==> src/rtl/pcpi_modarith_unit.sv <==
// pcpi_modarith_unit: PCPI co-processor for modular arithmetic on custom-0.
// Provides ADDMOD, SUBMOD and MULMOD against a runtime-loadable modulus,
// plus SETQ to swap the modulus. MULMOD forms the full double-width product
// and reduces it MSB-first, BITS_PER_CYCLE bits per clock.
module pcpi_modarith_unit #(
    parameter int          WIDTH          = 32,
    parameter int unsigned Q_DEFAULT      = 3329,
    parameter int          BITS_PER_CYCLE = 1,
    parameter logic [6:0]  OPCODE_CUSTOM  = 7'b0001011,
    parameter logic [6:0]  FUNC7_MOD      = 7'b0000001
) (
    input  logic             clk,
    input  logic             reset,
    input  logic             pcpi_valid,
    input  logic [31:0]      pcpi_insn,
    input  logic [WIDTH-1:0] pcpi_rs1,
    input  logic [WIDTH-1:0] pcpi_rs2,
    output logic             pcpi_wr,
    output logic [WIDTH-1:0] pcpi_rd,
    output logic             pcpi_wait,
    output logic             pcpi_busy,
    output logic             pcpi_ready,
    output logic [WIDTH-1:0] q_cur
);

    localparam int STEPS = (2 * WIDTH) / BITS_PER_CYCLE;
    localparam int CNT_W = $clog2(STEPS + 1);

    localparam logic [1:0] OP_ADD  = 2'b00;
    localparam logic [1:0] OP_SUB  = 2'b01;
    localparam logic [1:0] OP_SETQ = 2'b11;

    typedef enum logic [2:0] {
        IDLE,
        EXEC,
        MUL,
        REDUCE,
        DONE
    } state_t;

    state_t               state;
    logic [WIDTH-1:0]     q_reg;
    logic [WIDTH-1:0]     rd_reg;
    logic [WIDTH-1:0]     op_a;
    logic [WIDTH-1:0]     op_b;
    logic [WIDTH-1:0]     op_q;
    logic [1:0]           op_sel;
    logic [2*WIDTH-1:0]   prod;
    logic [WIDTH:0]       rem;
    logic [CNT_W-1:0]     cnt;
    logic [WIDTH:0]       rem_next;
    logic [WIDTH-1:0]     exec_result;
    logic                 decode_ok;
    logic                 accept;
    logic                 in_flight;
    logic                 abort;
    logic                 unused_insn;

    // s = a + b in WIDTH+1 bits, conditionally minus q, truncated to WIDTH.
    function automatic logic [WIDTH-1:0] add_mod(input logic [WIDTH-1:0] a,
                                                 input logic [WIDTH-1:0] b,
                                                 input logic [WIDTH-1:0] q);
        logic [WIDTH:0] s;
        s = {1'b0, a} + {1'b0, b};
        if (s >= {1'b0, q})
            s = s - {1'b0, q};
        return s[WIDTH-1:0];
    endfunction

    // a - b, wrapping through q when b > a; WIDTH+1 bit intermediate.
    function automatic logic [WIDTH-1:0] sub_mod(input logic [WIDTH-1:0] a,
                                                 input logic [WIDTH-1:0] b,
                                                 input logic [WIDTH-1:0] q);
        logic [WIDTH:0] t;
        if (a >= b)
            t = {1'b0, a} - {1'b0, b};
        else
            t = {1'b0, a} + {1'b0, q} - {1'b0, b};
        return t[WIDTH-1:0];
    endfunction

    // Shift BITS_PER_CYCLE product bits into the remainder, MSB first,
    // subtracting q whenever the remainder reaches it. r < q on entry keeps
    // every intermediate below 2q, so WIDTH+1 bits suffice.
    function automatic logic [WIDTH:0] reduce_bits(input logic [WIDTH:0] r_in,
                                                   input logic [BITS_PER_CYCLE-1:0] bits,
                                                   input logic [WIDTH-1:0] q);
        logic [WIDTH:0] r;
        r = r_in;
        for (int i = BITS_PER_CYCLE - 1; i >= 0; i--) begin
            r = {r[WIDTH-1:0], bits[i]};
            if (r >= {1'b0, q})
                r = r - {1'b0, q};
        end
        return r;
    endfunction

    assign decode_ok = (pcpi_insn[6:0] == OPCODE_CUSTOM) &&
                       (pcpi_insn[31:25] == FUNC7_MOD) &&
                       !pcpi_insn[14];
    assign accept    = (state == IDLE) && pcpi_valid && decode_ok;
    assign in_flight = (state == EXEC) || (state == MUL) || (state == REDUCE);
    assign abort     = in_flight && !pcpi_valid;

    assign rem_next  = reduce_bits(rem, prod[2*WIDTH-1 -: BITS_PER_CYCLE], op_q);

    // Single-cycle result for the non-multiply operations.
    always_comb begin
        exec_result = '0;
        case (op_sel)
            OP_ADD:  exec_result = add_mod(op_a, op_b, op_q);
            OP_SUB:  exec_result = sub_mod(op_a, op_b, op_q);
            OP_SETQ: exec_result = op_q;
            default: exec_result = '0;
        endcase
    end

    // Control FSM, result register and modulus register.
    always_ff @(posedge clk) begin
        if (reset) begin
            state  <= IDLE;
            q_reg  <= WIDTH'(Q_DEFAULT);
            rd_reg <= '0;
        end else begin
            case (state)
                IDLE: begin
                    rd_reg <= '0;
                    if (accept)
                        state <= pcpi_insn[13] && !pcpi_insn[12] ? MUL : EXEC;
                end
                EXEC: begin
                    if (!pcpi_valid) begin
                        state <= IDLE;
                    end else begin
                        state  <= DONE;
                        rd_reg <= exec_result;
                    end
                end
                MUL: begin
                    state <= pcpi_valid ? REDUCE : IDLE;
                end
                REDUCE: begin
                    if (!pcpi_valid) begin
                        state <= IDLE;
                    end else if (cnt == CNT_W'(1)) begin
                        state  <= DONE;
                        rd_reg <= rem_next[WIDTH-1:0];
                    end
                end
                DONE: begin
                    state  <= IDLE;
                    rd_reg <= '0;
                    if (op_sel == OP_SETQ && op_a >= WIDTH'(2))
                        q_reg <= op_a;
                end
                default: begin
                    state  <= IDLE;
                    rd_reg <= '0;
                end
            endcase
        end
    end

    // Operand latch, product and serial reduction datapath.
    always_ff @(posedge clk) begin
        if (accept) begin
            op_a   <= pcpi_rs1;
            op_b   <= pcpi_rs2;
            op_q   <= q_reg;
            op_sel <= pcpi_insn[13:12];
            rem    <= '0;
            cnt    <= CNT_W'(STEPS);
        end else if (abort) begin
            op_a   <= '0;
            op_b   <= '0;
            op_q   <= '0;
            op_sel <= '0;
            prod   <= '0;
            rem    <= '0;
            cnt    <= '0;
        end else if (state == MUL) begin
            prod <= {{WIDTH{1'b0}}, op_a} * {{WIDTH{1'b0}}, op_b};
            rem  <= '0;
            cnt  <= CNT_W'(STEPS);
        end else if (state == REDUCE) begin
            rem  <= rem_next;
            prod <= prod << BITS_PER_CYCLE;
            cnt  <= cnt - CNT_W'(1);
        end
    end

    assign pcpi_ready  = (state == DONE);
    assign pcpi_wr     = pcpi_ready;
    assign pcpi_busy   = in_flight;
    assign pcpi_wait   = pcpi_busy;
    assign pcpi_rd     = rd_reg;
    assign q_cur       = q_reg;
    assign unused_insn = ^{pcpi_insn[24:15], pcpi_insn[11:7]};

endmodule

==> config.mk <==
export PLATFORM = sky130hd
export DESIGN_NAME = pcpi_modarith_unit
export DESIGN_NICKNAME = d
export VERILOG_FILES = /design/src/rtl/pcpi_modarith_unit.sv
export SDC_FILE = /design/constraint.sdc
export NUM_CORES = 2
export LEC_CHECK = 0
export ABC_CLOCK_PERIOD_IN_PS = 8700
export BUFFER_PORTS_ARGS = -buffer_cell sky130_fd_sc_hd__buf_2
export CAP_MARGIN = 40
export CORE_MARGIN = 5
export CORE_UTILIZATION = 60
export DETAILED_ROUTE_END_ITERATION = 12
export MAX_ROUTING_LAYER = met4
export PLACE_DENSITY_LB_ADDON = 0.15
export SYNTH_ARGS = -nofsm -noshare
export SYNTH_HDL_FRONTEND = slang
export SYNTH_SLANG_ARGS = --single-unit
==> constraint.sdc <==
create_clock -name clk -period 8.7 [get_ports clk]
set_clock_uncertainty 0.05 [all_clocks]
set_input_delay 0.87 -clock clk [delete_from_list [all_inputs] [get_ports clk]]
set_output_delay 0.87 -clock clk [all_outputs]
set_load 0.02 [all_outputs]
==> flow_summary.toml <==
[run_status]
outcome = "finished, final reports clean"

[die]
die_h_um = 307.7
std_cell_rows = 109
core_area_um2 = 88240
fp.dieW_um = 307.7
design.die.area_um2 = 94670
initial_core_util_pct = 60.26
ioPinCount = 167

[pwr]
power.density_nw_per_um2 = 54.56
vdd_drop_max_v = 0.0001911
fin_total_pwr_mw = 3.164
leakage_nw = 28.33

[final_layout]
area_growth_pct = 9.052
design_area_um2 = 57990
drive_gt1_share_pct = 8.783
mostFrequentLayoutCell = "inv_1"
fillCellCount = 7608
mostFrequentLayoutCells = "inv_1, fa_1, nor2_1"
nNetsFinal = 7823

[timing]
finalSetupViolCount = 0
fin_crit_sh_pct = 97.36
fin_tns_setup_ns = 0
finalCriticalPeriod_ns = 8.470
rsz0062_at_grt = "true"
hold_viol_final = 0
slew-limit-headroom_pct = 38.38
maxSlewViolCount = 0
tightest_slew_ns = 0.9127
max_clock_freq_ghz = 0.1181

[clocking]
cts-root-buf = "clkbuf_16"
clockBufferDepth = 3
cts_tree = "done"
clkSlewWorstSetupHoldPaths_ns = 0.06
htreeDepth = 2
numCtsBuffers = 39
cts.sinks = 268
clkLatencyLatePin_ns = 0.63
holdBufCountCts = 0

[grt]
grt_pass1_wl_um = 287400
antenna_found_initial = 6
grt_usage_pct = 41.85
grt_max_degree = 64
grt_pass1_vias = 46310
overflow = 0

[logic_synthesis]
synthTopCellsByArea = "fa_1, ha_1, edfxtp_1, inv_1, nor2_1"
yosysTopAreaCell = "fa_1"
syn_avg_cell_area_um2 = 8.521
syn_inst = 6240
synth-edff-count = 162
ys.flop_type = "edfxtp_1"
synthArstFlopShare_pct = 0
yosys.area.top_type_share_pct = 35.05
yosysWarnings = 0
seq_area_frac_synth_pct = 13.14
syn_area_um2 = 53170
ys_seq_elements = 268
syn-num-nets = 7695
synth_cell_types = 91

[route]
dr_wl_met2_um = 84020
first_iter_violations = 4809
vias = 46410
routedLengthMet1_um = 73270
via_per_inst = 6.130
ant_nets = 0
drcViolationCount = 0
first_pass_iters = 6
top_layer = "met4"
post_drt_wl_per_cell_um = 25.44
dr_wl_met3_um = 23340
drt_wl_total_um = 192600

[critical_path]
required_ns = 9.00
cp-end-kind = "flip-flop"
timing.rr.start = "op_a[6]"
r2r_slack_ns = 0.23
critical-path-slowest-cell = "o22ai_1"
cpMostUsedCell = "fa_1"
r2r_end = "prod[59]"
max_stage_delay_ns = 0.67
crit_fanout = 12
arrival_ns = 8.77
cp-start-kind = "flip-flop"
path_class = "flip-flop to flip-flop"
ff2ff_path_depth = 28

[hold_path]
hp-class = "flip-flop to flip-flop"
hp-start = "rem[31]"
hold-path-cell-count = 2
whs_endpoint = "rem[31]"

[placement]
portBuffers = 151
placed_cell_area_um2 = 56400
hpwlAfterDp_um = 156100
place_congestion = 1.063

[run]
maxCapViolCount = 0
==> cell families after synthesis <==
logic type      after synthesis  share of synthesized area, %
xor+xnor                    201                         3.325
compound gates              984                         11.91
flops                       268                         13.14
fa+ha+maj                  1356                         45.05
buf+inv                    1430                         10.20
simple gates               1974                         15.84
mux                          27                        0.5247
==> registers in the layout, indices dropped and copies added (netlist names) <==
signal,flops
prod,64
op_a,32
op_b,32
op_q,32
pcpi_rd,32
q_cur,32
rem,32
cnt,7
state,3
op_sel,2
==> stage by stage <==
step / setup slack, ns / std cells / util [%] / hold WS (ns)
after floorplan: 0.8544 / 6240 / - / 0.3867
after global placement: 0.1431 / 7474 / 63.82 / 0.4002
after detailed placement: 0.1185 / 7480 / 63.92 / 0.4104
after CTS: 0.07184 / 7552 / 65.47 / 0.4186
after global routing: -0.00001155 / 7569 / 65.71 / 0.4412
final: 0.2300 / 7571 / 65.71 / 0.4157
==> worst max-delay path by stage <==
stage	from	to	depth (start not counted)
after detailed placement	op_b[15]	prod[59]	25
after global routing	op_a[15]	prod[63]	27
after floorplan	op_a[27]	prod[62]	28
after CTS	op_a[11]	prod[59]	26
final	op_a[6]	prod[59]	28
after global placement	op_a[11]	prod[59]	26
==> worst max-delay path: cells and delay by family (launching register included) <==
kind	cells	cell delay, ns
flip-flops	1	0.42
buffers and inverters	8	1.49
adder cells (fa/ha/maj)	9	3.71
AO/OA/AOI/OAI	7	1.89
XOR/XNOR	1	0.19
AND/OR/NAND/NOR	3	0.42
==> what timing repair did <==
item / CTS / global route
buffers inserted: 0 / 12
endpoints found under the setup margin: 0 / 12
gates resized for setup: 0 / 22
==> per-layer routing <==
layer  up-vias  track usage (%)
met2      2787            62.00
met1     22970            54.26
met3       624            11.20
met4         0            19.13
li1      20030                -
met5         -                -
==> report_power, final <==
group	total [mW]	switching (mW)	internal, mW
logic	0.0555	0.0309	0.0246
clock network	1.78	0.752	1.02
registers	1.33	0.000782	1.33
total	3.16	0.783	2.38
==> synthesized netlist by cell type (all sizes together) (20+ instances only) <==
cell	count
a211oi	57
buf	74
ha	425
inv	1071
nand2	747
xor2	71
a21oi	329
o211ai	73
o21ai	182
dfxtp	106
and2	135
o21a	31
a31oi	40
nor2b	30
xnor2	130
nand3	58
a311oi	24
nor3	50
nor4	21
fa	931
mux2i	20
clkbuf	271
nor2	790
edfxtp	162
a21o	81
and3	21
nand4	37
nand2b	24
==> area by class of cell <==
cell class | count | area, um^2 | share of cell area [%]
inverters | 1085 | 4094 | 7.060
clock buffers | 42 | 997.2 | 1.720
repair buffers | 432 | 3207 | 5.530
diodes | 7 | 17.52 | 0.03021
flip-flops and latches | 268 | 6987 | 12.05
multi-input cells | 4542 | 40850 | 70.46
clock inverters | 30 | 371.6 | 0.6409
well taps | 1165 | 1458 | 2.514
Power figures use the tool's default switching activity.
